## src/rtl/apb_pkg.sv

```systemverilog
// Shared types and constants for the APB requester: FSM states, bus widths, command record.
// No logic of its own; the width helper sizes the wait counter.
package apb_pkg;

   localparam int APB_ADDR_W      = 32;
   localparam int APB_DATA_W      = 32;
   localparam int APB_STRB_W      = APB_DATA_W / 8;
   localparam int DEFAULT_TIMEOUT = 16;

   typedef enum logic [1:0] {
      ST_IDLE   = 2'd0,
      ST_SETUP  = 2'd1,
      ST_ACCESS = 2'd2,
      ST_ERRRSP = 2'd3
   } apb_state_e;

   typedef struct packed {
      logic                  write;
      logic [APB_ADDR_W-1:0] addr;
      logic [APB_DATA_W-1:0] wdata;
      logic [APB_STRB_W-1:0] strb;
      logic [2:0]            prot;
   } apb_cmd_t;

   function automatic int wait_cnt_w(input int timeout);
      return (timeout < 1) ? 1 : $clog2(timeout + 1);
   endfunction

endpackage

```

## src/rtl/apb_wait_timer.sv

```systemverilog
// Saturating ACCESS wait counter; expired flags that the next increment reaches limit (0 = never).
// Single-cycle, combinational expired from registered count; no backpressure.
module apb_wait_timer #(
   parameter int W = 5
) (
   input  logic         pclk,
   input  logic         presetn,
   input  logic         clear,
   input  logic         inc,
   input  logic [W-1:0] limit,
   output logic         expired
);

   logic [W-1:0] cnt_q, cnt_d;
   logic [W:0]   cnt_nxt;

   assign cnt_nxt = {1'b0, cnt_q} + {{W{1'b0}}, 1'b1};

   always_comb begin
      cnt_d = cnt_q;
      if (clear) begin
         cnt_d = '0;
      end else if (inc && (cnt_q != '1)) begin
         cnt_d = cnt_nxt[W-1:0];
      end
   end

   // Looks one increment ahead so the abort lands on the cycle the count hits limit.
   assign expired = (limit != '0) && (cnt_nxt >= {1'b0, limit});

   always_ff @(posedge pclk or negedge presetn) begin
      if (!presetn) begin
         cnt_q <= '0;
      end else begin
         cnt_q <= cnt_d;
      end
   end

endmodule

```

## src/rtl/apb_requester.sv

```systemverilog
// Single-outstanding APB requester: command in, one SETUP + ACCESS transfer, one-cycle response pulse.
// Latency 3+waits (2 for misaligned, 2+TIMEOUT on abort); cmd_ready only in IDLE, completer stalls via pready.
module apb_requester
   import apb_pkg::*;
#(
   parameter int TIMEOUT = DEFAULT_TIMEOUT
) (
   input  logic                  pclk,
   input  logic                  presetn,
   input  logic                  cmd_valid,
   output logic                  cmd_ready,
   input  logic                  cmd_write,
   input  logic [APB_ADDR_W-1:0] cmd_addr,
   input  logic [APB_DATA_W-1:0] cmd_wdata,
   input  logic [APB_STRB_W-1:0] cmd_strb,
   input  logic [2:0]            cmd_prot,
   output logic                  rsp_valid,
   output logic [APB_DATA_W-1:0] rsp_rdata,
   output logic                  rsp_err,
   output logic                  rsp_timeout,
   output logic                  psel,
   output logic                  penable,
   output logic                  pwrite,
   output logic [APB_ADDR_W-1:0] paddr,
   output logic [APB_DATA_W-1:0] pwdata,
   output logic [APB_STRB_W-1:0] pstrb,
   output logic [2:0]            pprot,
   input  logic                  pready,
   input  logic                  pslverr,
   input  logic [APB_DATA_W-1:0] prdata,
   output logic                  busy
);

   localparam int                CNT_W = wait_cnt_w(TIMEOUT);
   localparam logic [CNT_W-1:0]  LIMIT = CNT_W'(TIMEOUT);

   apb_state_e            state_q, state_d;
   apb_cmd_t              cmd_q, cmd_d;
   logic                  rsp_valid_q, rsp_valid_d;
   logic [APB_DATA_W-1:0] rsp_rdata_q, rsp_rdata_d;
   logic                  rsp_err_q, rsp_err_d;
   logic                  rsp_timeout_q, rsp_timeout_d;
   logic                  tmr_clear, tmr_inc, tmr_expired;

   assign tmr_clear = (state_q == ST_SETUP);
   assign tmr_inc   = (state_q == ST_ACCESS) && !pready;

   apb_wait_timer #(.W(CNT_W)) u_wait_timer (
      .pclk    (pclk),
      .presetn (presetn),
      .clear   (tmr_clear),
      .inc     (tmr_inc),
      .limit   (LIMIT),
      .expired (tmr_expired)
   );

   always_comb begin
      state_d       = state_q;
      cmd_d         = cmd_q;
      rsp_valid_d   = 1'b0;
      rsp_rdata_d   = rsp_rdata_q;
      rsp_err_d     = rsp_err_q;
      rsp_timeout_d = rsp_timeout_q;
      case (state_q)
         ST_IDLE: begin
            if (cmd_valid) begin
               if (cmd_addr[1:0] == 2'b00) begin
                  state_d       = ST_SETUP;
                  cmd_d.write   = cmd_write;
                  cmd_d.addr    = cmd_addr;
                  cmd_d.wdata   = cmd_write ? cmd_wdata : '0;
                  cmd_d.strb    = cmd_write ? cmd_strb : '0;
                  cmd_d.prot    = cmd_prot;
               end else begin
                  state_d = ST_ERRRSP;
               end
            end
         end
         ST_SETUP: begin
            state_d = ST_ACCESS;
         end
         ST_ACCESS: begin
            // pready is checked first so a late completer still beats the timeout.
            if (pready) begin
               state_d       = ST_IDLE;
               rsp_valid_d   = 1'b1;
               rsp_err_d     = pslverr;
               rsp_timeout_d = 1'b0;
               rsp_rdata_d   = cmd_q.write ? '0 : prdata;
            end else if (tmr_expired) begin
               state_d       = ST_IDLE;
               rsp_valid_d   = 1'b1;
               rsp_err_d     = 1'b1;
               rsp_timeout_d = 1'b1;
               rsp_rdata_d   = '0;
            end
         end
         ST_ERRRSP: begin
            state_d       = ST_IDLE;
            rsp_valid_d   = 1'b1;
            rsp_err_d     = 1'b1;
            rsp_timeout_d = 1'b0;
            rsp_rdata_d   = '0;
         end
         default: begin
            state_d = ST_IDLE;
         end
      endcase
   end

   always_ff @(posedge pclk or negedge presetn) begin
      if (!presetn) begin
         state_q       <= ST_IDLE;
         cmd_q         <= '0;
         rsp_valid_q   <= 1'b0;
         rsp_rdata_q   <= '0;
         rsp_err_q     <= 1'b0;
         rsp_timeout_q <= 1'b0;
      end else begin
         state_q       <= state_d;
         cmd_q         <= cmd_d;
         rsp_valid_q   <= rsp_valid_d;
         rsp_rdata_q   <= rsp_rdata_d;
         rsp_err_q     <= rsp_err_d;
         rsp_timeout_q <= rsp_timeout_d;
      end
   end

   assign cmd_ready   = (state_q == ST_IDLE);
   assign busy        = (state_q != ST_IDLE);
   assign psel        = (state_q == ST_SETUP) || (state_q == ST_ACCESS);
   assign penable     = (state_q == ST_ACCESS);
   assign pwrite      = cmd_q.write;
   assign paddr       = cmd_q.addr;
   assign pwdata      = cmd_q.wdata;
   assign pstrb       = cmd_q.strb;
   assign pprot       = cmd_q.prot;
   assign rsp_valid   = rsp_valid_q;
   assign rsp_rdata   = rsp_rdata_q;
   assign rsp_err     = rsp_err_q;
   assign rsp_timeout = rsp_timeout_q;

endmodule
```

## config.mk

```make
export PLATFORM = sky130hd
export DESIGN_NAME = apb_requester
export DESIGN_NICKNAME = d
export VERILOG_FILES = /design/src/rtl/apb_pkg.sv /design/src/rtl/apb_wait_timer.sv /design/src/rtl/apb_requester.sv
export SDC_FILE = /design/constraint.sdc
export NUM_CORES = 1
export LEC_CHECK = 0
export ABC_AREA = 0
export CELL_PAD_IN_SITES_DETAIL_PLACEMENT = 1
export CELL_PAD_IN_SITES_GLOBAL_PLACEMENT = 1
export CORE_MARGIN = 3
export CORE_UTILIZATION = 34
export CTS_BUF_LIST = sky130_fd_sc_hd__clkbuf_2
export DETAILED_ROUTE_END_ITERATION = 10
export PLACE_DENSITY = 0.92
export SYNTH_ARGS = -nofsm -noshare
export SYNTH_HDL_FRONTEND = slang
export SYNTH_SLANG_ARGS = --single-unit
```

## constraint.sdc

```tcl
create_clock -name pclk -period 5.28 [get_ports pclk]
set_input_delay 0.792 -clock pclk [delete_from_list [all_inputs] [get_ports pclk]]
set_output_delay 0.792 -clock pclk [all_outputs]
set_load 0.05 [all_outputs]
```

; ---- After elaboration in Yosys (flattened, before gate mapping)
; Cells that the tools add are included.
[word_totals]
output_inout_bits = 111
regBits = 114
word_cells = 52
[op_classes]
n_reduce_logical = 12
muxes = 21
order_cmp = 1
addsub = 1
eq_ne = 6
[op_table]
columns = operator, n
row1 = 32-bit 2-to-1 mux, 4
row2 = 32-bit one-hot mux with 2 select lines, 1
row3 = 5-bit 2-to-1 mux, 2
row4 = 2-bit 2-to-1 mux, 4
row5 = 2-bit one-hot mux with 4 select lines, 1
row6 = 5-bit by 1-bit adder with 6-bit output (second input constant), 1
row7 = 6-bit by 5-bit >= comparator with 1-bit output (second input constant), 1
row8 = 1-bit one-hot mux with 2 select lines, 3
row9 = 2-bit nonzero test, 3
row10 = 1-bit 2-to-1 mux, 5
row11 = 5-bit != test (second input constant), 1
row12 = 2-bit equality test (second input constant), 2
row13 = 2-bit zero test, 2
row14 = 4-bit 2-to-1 mux, 1
row15 = 2-bit AND reduction, 2
row16 = 3-bit by 1-bit != test with 1-bit output (second input constant), 1
row17 = 3-bit AND reduction, 1
row18 = 2-bit by 1-bit equality test with 1-bit output (second input constant), 1
row19 = 1-bit logical AND, 2
row20 = 2-bit != test (second input constant), 1
row21 = 1-bit zero test, 1
row22 = 1-bit logical OR, 1

; ---- Longest topological paths before layout
; Gate-level depths: netlist of the first run.
[logic_depth]
word_depth = 5
depth_mapped = 8

; ---- Modules after synthesis
; From an unflattened synthesis of the first run, not the netlist that was laid out.
[unflattened]
hier_cells = 455
area_unflattened_um2 = 4963.5
[by_module_without_submodules]
columns = mod, seq_area_each_um2, area_per_inst_um2, cells_each, instances
row1 = apb_requester, 2727.6, 4561.9, 413, 1
row2 = apb_wait_timer, 125.1, 401.6, 42, 1

; ---- Worst setup path after synthesis of the first run
; No wires, ideal clock.
[synth_timing]
path_kind = flip-flop to output port
from = reg state_q[0]
to = out busy
stages_incl_launch_ff = 4
arrival_ps = 1448
path_buffers = 0
path_slack_ps = 3040
path_cell_list = dfrtp_1 > inv_1 > ha_1 > inv_1
[synth_via]
elab_chain_cells = 1
[synth_lines]
columns = element, line_no
row1 = from (decl), apb_requester.sv:37  ; apb_state_e state_q, state_d;
row2 = from (signal assigned), apb_requester.sv:120  ; state_q <= state_d;
row3 = 2-bit nonzero test, apb_requester.sv:130  ; assign busy = (state_q != ST_IDLE);
row4 = to (decl), apb_requester.sv:31  ; output logic busy
; Every way passes these cells.

; ---- Worst setup path in the final report of the first run
[layout_timing]
from = reg state_q[0]
to = out cmd_ready
[layout_via]
elab_chain_cells = 1
[layout_lines]
columns = element, line_no
row1 = 2-bit zero test, apb_requester.sv:129  ; assign cmd_ready = (state_q == ST_IDLE);
row2 = to (decl), apb_requester.sv:11  ; output logic cmd_ready,
; Every way passes these cells.

==> results.yml, run 1 <==
status:
  status: "finished clean"
die:
  core_area_mm2: 0.0133
  initial_core_util: 0.350
  row_count: 42
  dieArea_mm2: 0.0152
  ios: 220
  die_h_um: 123
  die_x_um: 123
synthesis:
  synthMostInstantiatedCell: "dfrtp_1"
  syn-cell-area_mm2: 0.00467
  ys_top_cells_by_area: "dfrtp_1 (61%), nand2_1 (8.7%), mux2_2 (8.2%)"
  yosys_warnings: 0
  synth_top_area_frac: 0.611
  synth_seq_cells: 114
  synth_edf_count: 0
  ys_types: 32
  synth_area_leader_cell: "dfrtp_1"
  syn-num-nets: 546
  yosysSeqAreaShare: 0.611
  synth_top_flop_cell: "dfrtp_1"
  synthCells: 431
  yosys-top-cells-count: "dfrtp_1 (114), nand2_1 (108), o21ai_0 (71), mux2_2 (34), o21ai_1 (27)"
  async_reset_ff_frac: 1.00
  syn_avg_cell_area_um2: 10.8
clock_tree:
  path_clk_slew_ns: 0.18
  cts_setup_buffers: 0
  cts_sinks: 114
  cts_tree: "built"
  cts-root-buf: "clkbuf_2"
  cts_max_path_buffers: 2
  post_cts_resized: 0
  cts_max_level: 4
  clk_latency_ns: 0.70
  numCtsBuffers: 17
  cts_hold_buf: 0
power_and_ir_drop:
  seqPwrFrac: 0.283
  netSwitchingFraction: 0.493
  ir_drop_v: 0.000374
  switchingPower_w: 0.00252
  p_leak_nw: 3.14
  p_int_w: 0.00259
  clkPwrFrac: 0.149
  powerDensity_mw_per_mm2: 700
  p_comb_frac: 0.568
timing:
  fin_ws_ns: 2.00
  period_needed_ns: 3.28
  fin_worst_skew_ns: 0.0235
  relSlewSlack: 0.402
  holdWs_ns: 0.153
  max_freq_mhz: 305
  hold_viol_final: 0
  setup_viol: 0
  rsz0062_at_grt: "false"
  fin_crit_sh: 0.621
  worst_pin_slew_ns: 0.897
  setup_tns_ns: 0
  slew_viol_final: 0
routing:
  vias: 4114
  drtAntennaViolNets: 0
  drt-initial-drc-count: 210
  first_pass_iters: 4
  drt_wl_total_um: 14700
  vias_per_cell: 4.92
  wl_per_cell_um: 17.6
  remaining_drc_errors: 0
critical_path:
  critPathCaptureType: "output port"
  critPathArrivalTime_ns: 2.48
  crit_path_max_fanout: 7
  worst_setup_path_start_kind: "register"
  cp.required_ns: 4.49
  crit_type: "reg -> out"
worst_hold_path:
  hp-class: "in -> async"
layout:
  final.fill_count: 1471
  diodes: 0
  areaGrowthSynthToFinish_pct: 56.8
  final_cells: 836
  nets: 762
  drive_gt1_frac: 0.126
global_routing:
  grt_pass1_vias: 4379
  grt_max_degree: 91
  track_usage: 0.194
  antenna_found_initial: 0
  grt_pass1_wl_um: 22600
  grt-ovfl-total: 0
placed_design:
  preCtsSetupSlack_ns: 2.16
  dpl.cell_count: 803
  io_buffers: 219
  dp_hpwl_um: 10700
  globalplace.congestion: 0.736
job:
  drv_cap: 0
## power by group through the flow
stage	Clock, W	Combinational, W	Sequential (W)
floorplan	0	0.000673	0.00266
global placement	0	0.00284	0.00144
detailed placement	0	0.00292	0.00147
CTS	0.000788	0.00293	0.00145
global route	0.000824	0.00306	0.00150
finish	0.000763	0.00291	0.00145
## worst max-delay path, cell delays in order (launching register included)
cell and delay, ns:
dfrtp_1 0.44, inv_1 0.12, ha_1 0.36, clkdlybuf4s50_1 0.87
## routing by layer
metal  track usage  wire (um)  vias to the layer above  share of wire
met3        0.0814       1430                       24          0.097
met1         0.212       5460                     2032           0.37
met4        0.0810        346                        0          0.024
li1              -          -                     1879              -
met2         0.333       7450                      179           0.51
met5             0          0                        -              0
## final timing paths
check / depth (start not counted) / slack (ns) / end / start
setup reg to reg: 5 / 2.68 / paddr[12] / state_q[0]
setup / recovery: 3 / 2.00 / cmd_ready / state_q[0]
min in group pclk: 2 / 0.50 / pwdata[31] / pwdata[31]
hold reg to reg: 2 / 0.50 / pwdata[31] / pwdata[31]
max in group asynchronous: 2 / 3.92 / rsp_rdata[4] / presetn
hold / removal: 1 / 0.15 / paddr[8] / presetn
## cell families (layout without fill, tap and decap cells)
family / after synthesis / count (layout) / synth area share
flip-flops: 114 / 114 / 0.611
AO/OA/AOI/OAI: 110 / 110 / 0.127
AND/OR/NAND/NOR: 128 / 128 / 0.114
buffers and inverters: 33 / 262 / 0.0365
adder cells (fa/ha/maj): 6 / 6 / 0.0161
multiplexers: 37 / 37 / 0.0895
XOR/XNOR: 3 / 3 / 0.00563
## layout make-up
class	count	area, um^2	share of cell area
sequential	114	2850	0.390
timing repair buffer	225	2240	0.306
multi-input combinational	284	1660	0.227
clock inverter	14	235	0.0322
tap	176	220	0.0301
clock buffer	18	90.1	0.0123
inverter	5	18.8	0.00257
## through the flow
step / instance area, um^2 / total power (W) / util
finish: 7320 / 0.00512 / 0.548
global route: 7320 / 0.00539 / 0.548
CTS: 7300 / 0.00518 / 0.547
detailed placement: 6980 / 0.00439 / 0.523
global placement: 6980 / 0.00428 / 0.523
floorplan: 4670 / 0.00333 / -
## placed cells by master, fill, tap and decap left out
cell type / synthesis / layout
o311ai_0: 1 / 1
buf_4: 3 / 6
a21oi_1: 3 / 3
o21a_1: 1 / 1
nand3_4: 0 / 1
nor2_1: 9 / 8
o21ai_1: 27 / 27
mux2i_1: 2 / 2
o21ai_0: 71 / 71
nand4_1: 1 / 1
a211oi_4: 1 / 1
and4_4: 1 / 1
nor3b_2: 2 / 1
clkinv_4: 0 / 1
bufinv_16: 0 / 6
nor2_2: 0 / 1
a21o_1: 1 / 1
and2_1: 2 / 2
clkdlybuf4s50_1: 0 / 218
mux2_4: 1 / 1
ha_1: 6 / 6
or2_4: 1 / 1
nand2_1: 108 / 108
xor2_1: 2 / 2
clkbuf_2: 0 / 18
clkinv_1: 0 / 2
o22a_1: 1 / 1
a21oi_2: 1 / 1
nor3b_4: 0 / 1
mux2_2: 34 / 34
dfrtp_1: 114 / 114
and3_1: 1 / 1
inv_1: 5 / 5
o21ai_2: 3 / 3
inv_6: 0 / 1
buf_6: 4 / 1
clkinvlp_4: 0 / 4
xnor2_1: 1 / 1
nand2b_1: 2 / 2
## sequential cells by signal, indices dropped and copies added (netlist names)
name                cells
paddr                  32
pwdata                 32
rsp_rdata              32
u_wait_timer.cnt_q      5
pstrb                   4
pprot                   3
state_q                 2
pwrite                  1
rsp_err                 1
rsp_timeout             1
rsp_valid               1
Power figures use the tool's default switching activity.
==> run 2: changes to the inputs <==
CORE_UTILIZATION = 28   (was 34)
PLACE_DENSITY = 0.82   (was 0.92)
clock period = 3 ns   (was 5.28 ns; I/O delays follow)
==> results.yml, run 2 (synthesis gave the netlist of run 1 again) <==
status:
  status: "finished clean"
critical_path:
  path_cells: "inv_1 -> ha_1 -> clkdlybuf4s50_1"
  slowest_stage: "clkdlybuf4s50_1"
  critPathArrivalTime_ns: 2.30
  path_buf_inv: 2
  crit_path_max_fanout: 4
  worst_setup_path_start_kind: "register"
  critPathCaptureType: "output port"
  path_delay_family: "buffers and inverters"
  cpPeakStageDelay_ns: 0.82
  crit_type: "reg -> out"
  cp.required_ns: 2.55
timing:
  relSlewSlack: 0.546
  max_freq_mhz: 364
  fin_crit_sh: 0.917
  slew_viol_final: 0
  hold_viol_final: 0
  rsz0062_at_grt: "false"
  period_needed_ns: 2.75
  setup_viol: 0
  setup_tns_ns: 0
  fin_worst_skew_ns: 0.0238
  worst_pin_slew_ns: 0.681
placed_design:
  dp_hpwl_um: 11200
  io_buffers: 219
  globalplace.congestion: 0.734
  placed_area_mm2: 0.00707
clock_tree:
  cts_tree: "built"
  clk_latency_ns: 0.66
  cts_setup_buffers: 0
  path_clk_slew_ns: 0.18
  numCtsBuffers: 17
  cts_sinks: 114
  cts-root-buf: "clkbuf_2"
  cts_max_path_buffers: 2
  cts_max_level: 4
power_and_ir_drop:
  p_int_w: 0.00455
  seqPwrFrac: 0.285
  clkPwrFrac: 0.144
  p_comb_frac: 0.570
  switchingPower_w: 0.00440
  ir_drop_v: 0.000450
  netSwitchingFraction: 0.492
  p_leak_nw: 3.20
  powerDensity_mw_per_mm2: 1210
routing:
  vias_per_cell: 4.58
  drt_wl_total_um: 15000
  drt-initial-drc-count: 120
  drtAntennaViolNets: 0
  first_pass_iters: 4
  remaining_drc_errors: 0
  vias: 4017
  wl_per_cell_um: 17.1
global_routing:
  grt_pass1_wl_um: 23700
  antenna_found_initial: 0
  track_usage: 0.166
  grt-ovfl-total: 0
  grt_pass1_vias: 4492
  grt_max_degree: 67
layout:
  diodes: 0
  final_cell_mix: "clkdlybuf4s50_1 (215), dfrtp_1 (114), nand2_1 (108)"
  drive_gt1_frac: 0.124
  layout_commonest_cell: "clkdlybuf4s50_1"
  final_core_util: 0.459
  areaGrowthSynthToFinish_pct: 58.4
  final_area_mm2: 0.00739
  nets: 765
die:
  ios: 220
  dieArea_mm2: 0.0183
  die_h_um: 135
  row_count: 46
  initial_core_util: 0.290
  core_area_mm2: 0.0161
  die_x_um: 135
worst_hold_path:
  hp-class: "in -> reg"
job:
  drv_cap: 0
[run 2: area by class of cell]
type,count,area [um^2]
Fill cell,1785,8720
Sequential cell,114,2850
Timing Repair Buffer,228,2290
Multi-Input combinational cell,284,1660
Tap cell,216,270
Clock inverter,13,215
Clock buffer,18,90.1
Inverter,5,18.8
[run 2: worst paths after layout]
| path | depth (start not counted) | slack (ns) | to | startpoint |
|---|---|---|---|---|
| hold / removal | 3 | 0.32 | pwdata[18] | cmd_wdata[18] |
| min in group asynchronous | 2 | 0.36 | rsp_err | presetn |
| hold reg to reg | 2 | 0.50 | pwdata[8] | pwdata[8] |
| setup / recovery | 3 | 0.25 | psel | state_q[1] |
| setup reg to reg | 7 | 0.77 | state_q[1] | u_wait_timer.cnt_q[0] |
| max in group asynchronous | 3 | 1.79 | rsp_rdata[21] | presetn |
[run 2: worst reg2reg max path, stage by stage, from the launching register on]
cell	delay [ns]
dfrtp_1	0.45
ha_1	0.23
and3_1	0.19
ha_1	0.33
a211oi_4	0.18
buf_4	0.37
a21oi_2	0.08
mux2_4	0.31
[run 2: layer usage]
layer	vias up	global-route usage	routed length, um
li1	1882	-	-
met4	0	0.0588	254
met1	1946	0.193	6020
met2	173	0.279	7400
met5	-	0	0
met3	16	0.0652	1350
[run 2: timing repair]
action,CTS,global route
hold buffers,1,0
endpoints found under the setup margin,1,2
endpoints found under the hold margin,48,0
pin swaps,0,0
gates resized for setup,1,2
[run 2: power groups by stage]
stage	Combinational (W)	Sequential (W)	Clock [W]
2_1_floorplan	0.00118	0.00468	0
3_3_place_gp	0.00501	0.00254	0
3_5_place_dp	0.00516	0.00260	0
4_1_cts	0.00516	0.00256	0.00136
5_1_grt	0.00538	0.00264	0.00142
6_report	0.00511	0.00255	0.00129
[run 2: per-stage QoR]
step	instances	worst slack [ns]	power [W]	hold WS [ns]
final	878	0.250	0.00895	0.323
after floorplan	431	0.913	0.00586	0.154
after detailed placement	846	0.706	0.00775	0.473
after global routing	878	0.0730	0.00944	0.222
after CTS	878	0.0404	0.00908	0.201
after global placement	846	0.778	0.00755	0.461
